[config.mk]
export PLATFORM = sky130hd
export DESIGN_NAME = snn_image_loader
export DESIGN_NICKNAME = d
export VERILOG_FILES = /design/src/rtl/snn_pkg.sv /design/src/rtl/snn_byte_unpacker.sv /design/src/rtl/snn_image_loader.sv
export SDC_FILE = /design/constraint.sdc
export NUM_CORES = 1
export LEC_CHECK = 0
export BUFFER_PORTS_ARGS = -buffer_cell sky130_fd_sc_hd__buf_2
export CAP_MARGIN = 20
export CORE_ASPECT_RATIO = 1.4
export CORE_UTILIZATION = 35
export DETAILED_ROUTE_END_ITERATION = 12
export PLACE_DENSITY = 0.66
export SLEW_MARGIN = 20
export SYNTH_ARGS = -nofsm -noshare
export SYNTH_HDL_FRONTEND = slang
export SYNTH_SLANG_ARGS = --single-unit
[constraint.sdc]
create_clock -name clk -period 2.1 [get_ports clk]
set_input_delay 0 -clock clk [delete_from_list [all_inputs] [get_ports clk]]
set_output_delay 0 -clock clk [all_outputs]
set_load 0.01 [all_outputs]
[src/rtl/snn_pkg.sv]
// Shared types and constants for the SNN image loader.
package snn_pkg;

    localparam int         NUM_PIXELS_DEF = 784;
    localparam logic [7:0] ASCII_ZERO     = 8'h30;
    localparam logic [7:0] ASCII_QMARK    = 8'h3F;

    typedef enum logic [2:0] {
        WAIT_BYTE = 3'd0,
        UNPACK    = 3'd1,
        START     = 3'd2,
        WAIT_DONE = 3'd3,
        SEND      = 3'd4,
        WAIT_TX   = 3'd5
    } loader_state_t;

    // Digits 0..9 map to '0'..'9'; anything else is reported as '?'.
    function automatic logic [7:0] digit_to_ascii(input logic [3:0] d);
        return (d > 4'd9) ? ASCII_QMARK : (ASCII_ZERO + {4'h0, d});
    endfunction

endpackage

[src/rtl/snn_byte_unpacker.sv]
// Holds one received byte and presents its bits LSB first, one per shift.
module snn_byte_unpacker
    import snn_pkg::*;
(
    input  logic       clk,
    input  logic       rst_n,
    input  logic       load,
    input  logic       shift,
    input  logic [7:0] din,
    output logic       bit_out,
    output logic       last_bit
);

    logic [7:0] shreg;
    logic [2:0] bit_cnt;

    always_ff @(posedge clk or negedge rst_n) begin
        if (!rst_n) begin
            shreg   <= 8'h00;
            bit_cnt <= 3'd0;
        end else if (load) begin
            shreg   <= din;
            bit_cnt <= 3'd0;
        end else if (shift) begin
            shreg   <= {1'b0, shreg[7:1]};
            bit_cnt <= bit_cnt + 3'd1;
        end
    end

    assign bit_out  = shreg[0];
    assign last_bit = (bit_cnt == 3'd7);

endmodule

[src/rtl/snn_image_loader.sv]
// Loads a packed binary image from UART into the SNN input RAM, runs the core, returns the digit.
// Optional build macro SNN_LOADER_TIMEOUT_EN adds an inter-byte idle timeout that resyncs the frame.
//
// state     | meaning
// WAIT_BYTE | idle, waiting for uart_rx to hold a byte
// UNPACK    | writing the 8 bits of the held byte to RAM
// START     | pulsing snn_start, rewinding the pixel counter
// WAIT_DONE | core running, waiting for snn_done
// SEND      | waiting for the transmitter to be free
// WAIT_TX   | waiting for the transmitter to finish the byte
module snn_image_loader
    import snn_pkg::*;
#(
    parameter int NUM_PIXELS  = NUM_PIXELS_DEF,
    parameter int TIMEOUT_CYC = 5_000_000
) (
    input  logic       clk,
    input  logic       rst_n,
    input  logic       rx_rdy,
    input  logic [7:0] rx_data,
    output logic       rx_rdy_clr,
    output logic       ram_we,
    output logic [9:0] ram_addr,
    output logic       ram_d,
    output logic       snn_start,
    input  logic       snn_done,
    input  logic [3:0] snn_digit,
    input  logic       tx_busy,
    output logic       tx_start,
    output logic [7:0] tx_data,
    output logic [3:0] digit
);

    if ((NUM_PIXELS % 8) != 0 || NUM_PIXELS < 8 || NUM_PIXELS > 1024) begin : g_bad_num_pixels
        $error("NUM_PIXELS must be a multiple of 8 in 8..1024");
    end
    if (TIMEOUT_CYC < 1 || TIMEOUT_CYC > 8_388_607) begin : g_bad_timeout
        $error("TIMEOUT_CYC must fit a 23-bit counter");
    end

    localparam logic [9:0] PIX_LAST = 10'(NUM_PIXELS - 1);

    loader_state_t state, next_state;
    logic [9:0]    pix_cnt;
    logic          seen_busy;
    logic          byte_load, bit_shift, send_fire, done_take;
    logic          last_bit, idle_expired;

    snn_byte_unpacker u_unpacker (
        .clk      (clk),
        .rst_n    (rst_n),
        .load     (byte_load),
        .shift    (bit_shift),
        .din      (rx_data),
        .bit_out  (ram_d),
        .last_bit (last_bit)
    );

    always_ff @(posedge clk or negedge rst_n) begin
        if (!rst_n) state <= WAIT_BYTE;
        else        state <= next_state;
    end

    always_comb begin
        next_state = state;
        case (state)
            WAIT_BYTE: if (rx_rdy)    next_state = UNPACK;
            UNPACK:    if (last_bit)  next_state = (pix_cnt == PIX_LAST) ? START : WAIT_BYTE;
            START:                    next_state = WAIT_DONE;
            WAIT_DONE: if (snn_done)  next_state = SEND;
            SEND:      if (!tx_busy)  next_state = WAIT_TX;
            WAIT_TX:   if (seen_busy && !tx_busy) next_state = WAIT_BYTE;
            default:                  next_state = WAIT_BYTE;
        endcase
    end

    always_comb begin
        byte_load = (state == WAIT_BYTE) && rx_rdy;
        bit_shift = (state == UNPACK);
        send_fire = (state == SEND) && !tx_busy;
        done_take = (state == WAIT_DONE) && snn_done;
    end

    // Strobes are flopped from the decoded next state so they line up with the state they belong to.
    always_ff @(posedge clk or negedge rst_n) begin
        if (!rst_n) begin
            rx_rdy_clr <= 1'b0;
            ram_we     <= 1'b0;
            snn_start  <= 1'b0;
            tx_start   <= 1'b0;
            tx_data    <= 8'h00;
            digit      <= 4'h0;
            seen_busy  <= 1'b0;
        end else begin
            rx_rdy_clr <= byte_load;
            ram_we     <= (next_state == UNPACK);
            snn_start  <= (next_state == START);
            tx_start   <= send_fire;
            if (send_fire) tx_data <= digit_to_ascii(digit);
            if (done_take) digit   <= snn_digit;
            if (state != WAIT_TX) seen_busy <= 1'b0;
            else if (tx_busy)     seen_busy <= 1'b1;
        end
    end

    // pix_cnt is the address of the bit being written; it saturates on the final pixel.
    always_ff @(posedge clk or negedge rst_n) begin
        if (!rst_n)                                  pix_cnt <= 10'd0;
        else if (state == START || idle_expired)     pix_cnt <= 10'd0;
        else if (bit_shift && pix_cnt != PIX_LAST)   pix_cnt <= pix_cnt + 10'd1;
    end

    assign ram_addr = pix_cnt;

`ifdef SNN_LOADER_TIMEOUT_EN
    localparam logic [22:0] IDLE_LOAD = 23'(TIMEOUT_CYC - 1);

    logic [22:0] idle_cnt;
    logic        idle_run;

    assign idle_run = (state == WAIT_BYTE) && (pix_cnt != 10'd0) && !rx_rdy;

    always_ff @(posedge clk or negedge rst_n) begin
        if (!rst_n)                 idle_cnt <= IDLE_LOAD;
        else if (!idle_run)         idle_cnt <= IDLE_LOAD;
        else if (idle_cnt != 23'd0) idle_cnt <= idle_cnt - 23'd1;
    end

    assign idle_expired = idle_run && (idle_cnt == 23'd0);
`else
    assign idle_expired = 1'b0;
`endif

endmodule
After elaboration in Yosys (flattened, before gate mapping):

Index checks and enable logic that the tools add are counted.

* logic and storage cells: 52
* bits of input ports: 17
* output and inout port bits: 27
* bits in registers: 41

* $add $sub $neg: 3
* multiplexer cells: 16
* magnitude comparators: 1
* eq/ne operators: 11
* reductions and logical operators: 10

Operators by type and width (number)
* two-way mux 3 bit: 7
* two-way mux 10 bit: 2
* one-hot mux 3 bit (6 select lines): 1
* two-way mux 8 bit: 2
* adder 10 x 1 -> 10 bit (second input constant): 1
* equality test 10 bit (second input constant): 1
* inequality test 10 bit (second input constant): 1
* equality test 3 x 2 -> 1 bit (second input constant): 3
* equality test 3 bit (second input constant): 3
* adder 6 x 4 -> 7 bit (first input constant): 1
* two-way mux 7 bit: 1
* equality test 3 x 1 -> 1 bit (second input constant): 2
* nonzero test 2 bit: 3
* logical AND 1 bit: 5
* greater-than comparator 4 bit (second input constant): 1
* adder 3 x 1 -> 3 bit (second input constant): 1
* logical NOT 3 bit: 1
* inequality test 3 bit (second input constant): 1
* two-way mux 1 bit: 2
* two-way mux 2 bit: 1
* logical NOT 1 bit: 1

Depth between registers and ports, before layout:

Gate-level depths: netlist (run 1).

* depth after elaboration: 5
* gate-level depth with buffers: 6
* mapped depth without buffers: 5

By module:

Synthesis (run 1) repeated with hierarchy kept, for this count alone.

* cells, all modules: 164
* area total of the unflattened synthesis: 1776.7 um^2

Modules (own cells, without submodules)
* snn_image_loader: area an instance 1268.7 um^2, instances 1, sequential area each 675.6 um^2, cells each 119
* snn_byte_unpacker: area an instance 508.0 um^2, instances 1, sequential area each 275.3 um^2, cells each 45

Worst setup path before layout (run 1):

No wires, ideal clock.

* path type: reg2reg
* start: register state[2]
* end: register pix_cnt[9] (netlist: ram_addr[9])
* path buffers: 2
* arrival: 1.840 ns
* data required time: 2.023 ns
* slack: 0.183 ns
* setup time: 0.077 ns
* stages on the path, launching flop included: 7
* clock period less this slack: 1.917 ns
* path through: dfrtp_1 -> buf_6 -> or3b_1 -> buf_6 -> or2_4 -> or4_1 -> a21oi_1

* word-level cells in the longest chain between the ends: 3
* elaborated cells on any way between the ends: 5
* classes of those cells: eq/ne: 2; mux: 1; reduce/logical: 2

RTL lines
* start, declared: RTL line snn_image_loader.sv:43 `loader_state_t state, next_state;`
* start signal, assigned: RTL line snn_image_loader.sv:61 `else state <= next_state;`
* equality test 3 x 1 -> 1 bit: RTL line snn_image_loader.sv:79 `bit_shift = (state == UNPACK);`
* logical AND 1 bit: RTL line snn_image_loader.sv:110 `else if (bit_shift && pix_cnt != PIX_LAST) pix_cnt <= pix_cnt + 10'd1;`
* nonzero test 2 bit (no line)
* end signal, assigned: RTL line snn_image_loader.sv:110
* end, declared: RTL line snn_image_loader.sv:44 `logic [9:0] pix_cnt;`

Several ways; a longest one is shown, not always the timed one.
A chain may end at the register's enable or synchronous reset.

Worst setup path after layout (run 1):

Ends and elaborated chain as after synthesis.

==> reports/qor.txt, run 1 <==
Distinct cell type count after synthesis: 45
Synthesized-area fraction occupied by adder cells: 0.0216
Main combinational cell family by area after synthesis: simple AND/OR/NAND/NOR gates
Global-route wire length before repair: 5910 µm
Worst setup skew after layout: 4.91 ps
Post-synthesis cell area: 1740 µm²
Number of synthesized flops with an enable pin: 0
Cell type with the highest aggregate area in the netlist: dfrtp_1
Total half-perimeter wirelength after legalization and detailed placement: 2440 µm
Portion of synthesized cell area occupied by the leading cell type: 0.546
Final Hold Vio Count: 0
Switching portion of total power: 0.358
Number of nets in the layout: 236
Compound-cell area share of the yosys netlist: 0.139
Master of the slowest instance on the critical path: dfrtp_1
Final count of negative-setup-slack endpoints: 0
Die X-Extent: 61.6 µm
Biggest area contributors in the synthesized netlist: dfrtp_1 55%, mux2_2 3.2%, nand2_1 3.0%, o21ai_0 2.6%, nor2_1 2.4%
Depth of the most critical reg-to-reg path: 4
Number of H-tree levels: 2
Fraction of layout cells with a size suffix above 1: 0.295
Drt total wl: 3600 µm
Worst Hold Depth: 3
Number of warnings issued by yosys: 0
Routing layer with the top usage in global route: met2
Sinks on the clock net: 38
Clock transition time at the flip-flop clock pins of the worst setup and hold paths: 70 ps
Measured slew at the worst slew-check pin: 826 ps
Max-capacitance violation count: 0
Proportion of synthesized chip area in sequential cells: 0.546
Pin count of the biggest net entering global routing: 39
Fraction of the cycle the final worst path needs: 0.887
Detail-routed net length per standard cell: 12.8 µm
Worst slew margin relative to its limit: 0.449
CP max FO: 9
Growth of design area from synthesis to finish: 28.1%
Met2 track demand over resource: 0.242
Result of the run: completed
Ports: 44
Instance count of the mapped netlist: 158
Required @ worst endpoint: 2320 ps
Worst-skew pair later-pin latency: 290 ps
Maximum achievable frequency: 537 MHz
Final hold slack: 193 ps
Count of buffering cells on the critical path with inverters included: 0
Number of clock buffers inserted by TritonCTS: 5
Part of the total power dissipated in sequential elements: 0.439
Initial antenna violation count: 0
Top delay family on crit path: simple AND/OR/NAND/NOR gates
P_leak: 1.08 nW
Switching Power: 919 µW
Met1 Usage GRT: 0.190
Core Rows: 30
Antenna-violating nets left: 0
Area after detailed placement: 2000 µm²
1st-pass router iterations: 4
Most used DFF post-synth: dfrtp_1
Share of synthesized cell area in and, or, nand and nor gates: 0.167
Met3 Use GR: 0.0381
Share of synthesized flip-flops with an asynchronous set or reset: 1.00
Setup repair after global routing missed its margin: false
Power per cell area: 1150 nW/µm²
Post-route setup TNS: 0 ps
Violation count after the first detailed-route iteration: 31
Initial standard-cell utilization of the core: 0.362
Multiplexer fraction of the synthesized cell area: 0.0553
# port buffers: 41
Kind of path behind the tightest hold check: input port to flip-flop
Die footprint: 5270 µm²
Vert. Die Dim: 85.5 µm
Buffers from clock root to sink, at most: 2
Critical path start-end classification: flip-flop to flip-flop
Clock network fraction of total power: 0.203
Xor-xnor portion of the synthesized cell area: 0.0201
Post-Synthesis Mean Instance Area: 11.0 µm²
Number of vias after detailed routing: 1354
Ant. Diodes: 0
Total congestion overflow after global routing: 0
Kind of end point of the critical path: flip-flop
Core area: 4800 µm²
Cell with the most instances after synthesis: dfrtp_1
Number of pins exceeding their max-slew limit in the final report: 0
Cell count along the critical path: 4
Fin crit period: 1860 ps
Nature of the critical path startpoint: flip-flop
Ordered list of cells on the worst path: or3b_1, or2_4, or4_1, a21oi_1
Logic pwr share: 0.358
Total design power: 2.57 mW
Number of synthesized register bits: 38
Total routing resource utilization after global routing: 0.152
IR Drop Worst-Case VDD: 0.455 mV
Vias/cell: 4.82
Internal Dissipation: 1.65 mW
Data arrival at the endpoint of the critical path: 2080 ps
Utilization of the core after routing: 0.464
Post-synth top cells: 38 x dfrtp_1, 14 x nand2_1, 11 x nor2_1
Remaining DRCs: 0
Post-CTS setup-driven buffer insertion count: 0
TritonCTS clock tree: done
Hold buffers post-CTS: 14
Via count of the first global-routing pass: 1304
Slowest stage delay, CP: 470 ps
Clock root buffer master: clkbuf_8
Resized cells post-CTS: 0
Area of all placed cells without fillers: 2230 µm²
Final GP Congestion: 0.758
final cells by class:
type | count | area [µm²]
Timing Repair Buffer | 60 | 383
Sequential cell | 38 | 951
Clock inverter | 1 | 5.00
Inverter | 4 | 15.0
Fill cell | 481 | 2570
Clock buffer | 7 | 86.3
Tap cell | 64 | 80.1
Multi-Input combinational cell | 107 | 711
cell usage in the layout (no fill, tap or decap), types with 2 or more instances in the layout:
master / n
nor3_1: 5
xor2_1: 2
dlygate4sd3_1: 14
inv_1: 4
xnor2_1: 2
buf_4: 5
ha_1: 3
clkbuf_8: 6
a22o_1: 3
nor3b_1: 3
o31ai_1: 3
o211ai_1: 4
nand2_1: 14
a21oi_1: 5
or2_2: 2
nand3_1: 4
buf_2: 41
conb_1: 2
nand2b_1: 3
o2111ai_1: 2
mux2_2: 5
nor2_1: 11
dfrtp_1: 38
and3_1: 2
mux2i_1: 4
o21ai_0: 9
worst reg2reg max path, delay by kind of cell, from the launching register on:
| kind | cells | cell delay, ps |
|---|---|---|
| DFF | 1 | 470 |
| AOI/OAI and AO/OA | 1 | 150 |
| and+or+nand+nor | 3 | 1170 |
worst paths after layout:
check	end	start	slack, ps
worst min register to register	u_unpacker.shreg[0]$_DFFE_PN0P_	u_unpacker.shreg[0]$_DFFE_PN0P_	480
worst max-delay path	ram_addr[9]$_DFFE_PN0P_	state[2]$_DFF_PN0_	240
worst max register to register	ram_addr[9]$_DFFE_PN0P_	state[2]$_DFF_PN0_	240
min in group asynchronous	tx_start$_DFF_PN0_	rst_n	340
worst min-delay path	rx_rdy_clr$_DFF_PN0_	rx_rdy	190
max in group asynchronous	ram_addr[3]$_DFFE_PN0P_	rst_n	1230
metal layers:
| layer | routed length, µm | up-vias |
|---|---|---|
| met3 | 114 | 10 |
| met4 | 96 | 0 |
| met2 | 1830 | 30 |
| li1 | - | 675 |
| met1 | 1570 | 639 |
| met5 | 0 | - |
per-stage QoR:
step	std cells	setup WS (ps)
after floorplan	159	183
after global placement	259	298
after detailed placement	259	280
after CTS	281	253
after global routing	281	189
final	281	237
sequential cells by signal (all words and copies together) (netlist names):
signal              cells
tx_data                 5
ram_addr               10
ram_we                  1
u_unpacker.bit_cnt      3
state                   3
snn_start               1
tx_start                1
digit                   4
u_unpacker.shreg        8
rx_rdy_clr              1
seen_busy               1
cell families after synthesis:
logic type / Yosys count
AND/OR/NAND/NOR: 54
flip-flops: 38
AO/OA/AOI/OAI: 35
buffers and inverters: 14
multiplexers: 9
XOR/XNOR: 4
adder cells (fa/ha/maj): 3
other: 1
power groups by stage:
stage	logic, mW	clock network (mW)	registers (mW)
finish	0.920	0.522	1.13
global route	1.03	0.566	1.16
detailed placement	0.903	0	1.14
CTS	0.932	0.535	1.13
floorplan	0.619	0	1.15
global placement	0.889	0	1.14
Note: power is estimated with default switching activity, not from simulation.
==> run 2, diff against run 1 <==
--- a/config.mk
+++ b/config.mk
@@ -5,12 +5,13 @@
 export SDC_FILE = /design/constraint.sdc
 export NUM_CORES = 1
 export LEC_CHECK = 0
+export ABC_AREA = 1
 export BUFFER_PORTS_ARGS = -buffer_cell sky130_fd_sc_hd__buf_2
 export CAP_MARGIN = 20
 export CORE_ASPECT_RATIO = 1.4
 export CORE_UTILIZATION = 35
 export DETAILED_ROUTE_END_ITERATION = 12
-export PLACE_DENSITY = 0.66
+export PLACE_DENSITY = 0.65
 export SLEW_MARGIN = 20
 export SYNTH_ARGS = -nofsm -noshare
 export SYNTH_HDL_FRONTEND = slang
==> run 2 against run 1 <==
Against the previous run:
- sequential power about the same
- fmax rose by 15%
- first-iteration DRC count grew 45%
==> reports/qor.txt, run 2 <==
Result of the run: completed
Biggest area contributors in the synthesized netlist: dfrtp_1 53%, nand2_1 11%, inv_1 4.8%, o21ai_0 4.7%, nor2_1 4.6%
Buffers from clock root to sink, at most: 2
Drt total wl: 3700 µm
Ant. Diodes: 0
Fin crit period: 1620 ps
Die footprint: 5440 µm²
Instance count of the mapped netlist: 210
IR Drop Worst-Case VDD: 0.631 mV
Sinks on the clock net: 38
Required @ worst endpoint: 2330 ps
Post-Synthesis Mean Instance Area: 8.58 µm²
Number of H-tree levels: 2
Maximum achievable frequency: 618 MHz
Clock root buffer master: clkbuf_8
Initial standard-cell utilization of the core: 0.366
Portion of synthesized cell area occupied by the leading cell type: 0.528
Core area: 4920 µm²
Hold buffers post-CTS: 14
Data arrival at the endpoint of the critical path: 1850 ps
Cell with the most instances after synthesis: nand2_1
Power per cell area: 1180 nW/µm²
Number of synthesized flops with an enable pin: 0
Worst setup skew after layout: 3.84 ps
Number of synthesized register bits: 38
Die X-Extent: 62.6 µm
Measured slew at the worst slew-check pin: 824 ps
Distinct cell type count after synthesis: 28
P_leak: 1.24 nW
Vert. Die Dim: 86.9 µm
Resized cells post-CTS: 0
Vias/cell: 4.64
Number of clock buffers inserted by TritonCTS: 5
Most common library cell in the layout ignoring fill and taps: nand2_1
Kind of path behind the tightest hold check: input port to flip-flop
Detail-routed net length per standard cell: 11.0 µm
Worst slew margin relative to its limit: 0.451
Post-synth top cells: 53 x nand2_1, 38 x dfrtp_1, 23 x inv_1
Slowest stage delay, CP: 480 ps
Final GP Congestion: 0.818
Number of nets in the layout: 291
Max-capacitance violation count: 0
Flip-flop count of the largest register after layout: 10
Post-CTS setup-driven buffer insertion count: 0
Pin count of the biggest net entering global routing: 39
Final count of negative-setup-slack endpoints: 0
Antenna-violating nets left: 0
Growth of design area from synthesis to finish: 28.0%
Fraction of layout cells with a size suffix above 1: 0.232
Proportion of synthesized chip area in sequential cells: 0.528
Ports: 44
Core Rows: 30
Master of the slowest instance on the critical path: dfrtp_1
Highest-count cells in the layout ignoring fill and taps: 53 x nand2_1, 41 x buf_2, 38 x dfrtp_1
Kind of end point of the critical path: flip-flop
Critical path start-end classification: flip-flop to flip-flop
Remaining DRCs: 0
Setup repair after global routing missed its margin: false
# port buffers: 41
Total half-perimeter wirelength after legalization and detailed placement: 2710 µm
Ordered list of cells on the worst path: ha_1, nand3_1, nor2_1, nor2_2, nor2_1, buf_4, nand2_1, nand2_1
Most used DFF post-synth: dfrtp_1
Number of warnings issued by yosys: 0
Worst-skew pair later-pin latency: 290 ps
Clock transition time at the flip-flop clock pins of the worst setup and hold paths: 70 ps
Fraction of the cycle the final worst path needs: 0.770
TritonCTS clock tree: done
Global-route wire length before repair: 6300 µm
Post-synthesis cell area: 1800 µm²
Share of synthesized flip-flops with an asynchronous set or reset: 1.00
Total routing resource utilization after global routing: 0.149
Nature of the critical path startpoint: flip-flop
Via count of the first global-routing pass: 1433
CP max FO: 9
Initial antenna violation count: 0
Number of vias after detailed routing: 1558
Number of pins exceeding their max-slew limit in the final report: 0
Violation count after the first detailed-route iteration: 45
Cell type with the highest aggregate area in the netlist: dfrtp_1
Final hold slack: 53.4 ps
1st-pass router iterations: 4
Total congestion overflow after global routing: 0
Final Hold Vio Count: 0
Post-route setup TNS: 0 ps
-- run 2: area by class of cell --
| class | instances | area (µm²) |
|---|---|---|
| clock buffer | 7 | 86.3 |
| clock inverter | 1 | 5.00 |
| fill | 502 | 2610 |
| inverter | 25 | 96.3 |
| multi-input combinational | 143 | 719 |
| sequential | 38 | 951 |
| tap | 64 | 80.1 |
| timing repair buffer | 58 | 368 |
-- run 2: routing by layer --
metal,up-vias,track usage,part of all wire
li1,805,-,-
met1,709,0.165,0.42
met2,37,0.270,0.53
met3,7,0.0314,0.034
met4,0,0.0740,0.018
met5,-,0,0
-- run 2: kinds of logic (layout without fill, tap and decap cells) --
logic type / after synthesis / in the layout / synth area share
other cells: 1 / 2 / 0.00208
buf+inv: 30 / 91 / 0.0750
compound gates: 26 / 26 / 0.0826
mux: 4 / 4 / 0.0243
fa+ha+maj: 3 / 3 / 0.0208
simple gates: 108 / 108 / 0.267
flops: 38 / 38 / 0.528
-- run 2: critical path, delay by kind of cell (launching register included) --
family / cells / cell delay (ps)
simple gates: 6 / 670
buf+inv: 1 / 180
fa+ha+maj: 1 / 230
flops: 1 / 480
-- run 2: power breakdown --
group          internal (mW)  switching (mW)  leakage, nW
Sequential             0.979           0.185        0.478
Clock                  0.265           0.242       0.0482
Combinational          0.436           0.605        0.717
-- run 2: final timing paths --
kind	from	end	slack, ps	cells after the start
setup / recovery	ram_addr[0]$_DFFE_PN0P_	ram_addr[7]$_DFFE_PN0P_	480	8
hold / removal	snn_done	state[1]$_DFF_PN0_	50	4
setup reg to reg	ram_addr[0]$_DFFE_PN0P_	ram_addr[7]$_DFFE_PN0P_	480	8
hold reg to reg	tx_data[0]$_DFFE_PN0P_	tx_data[0]$_DFFE_PN0P_	490	2
max in group asynchronous	rst_n	ram_we$_DFF_PN0_	1240	2
min in group asynchronous	rst_n	digit[1]$_DFFE_PN0P_	350	2
-- run 2: per-stage QoR --
step	utilization	setup slack [ps]	power (mW)	area [µm²]	instances
floorplan	-	605	1.88	1810	211
global placement	0.422	573	2.19	2070	314
detailed placement	0.422	492	2.22	2070	314
CTS	0.469	480	2.75	2310	336
global route	0.469	296	2.96	2310	336
finish	0.469	483	2.71	2310	336
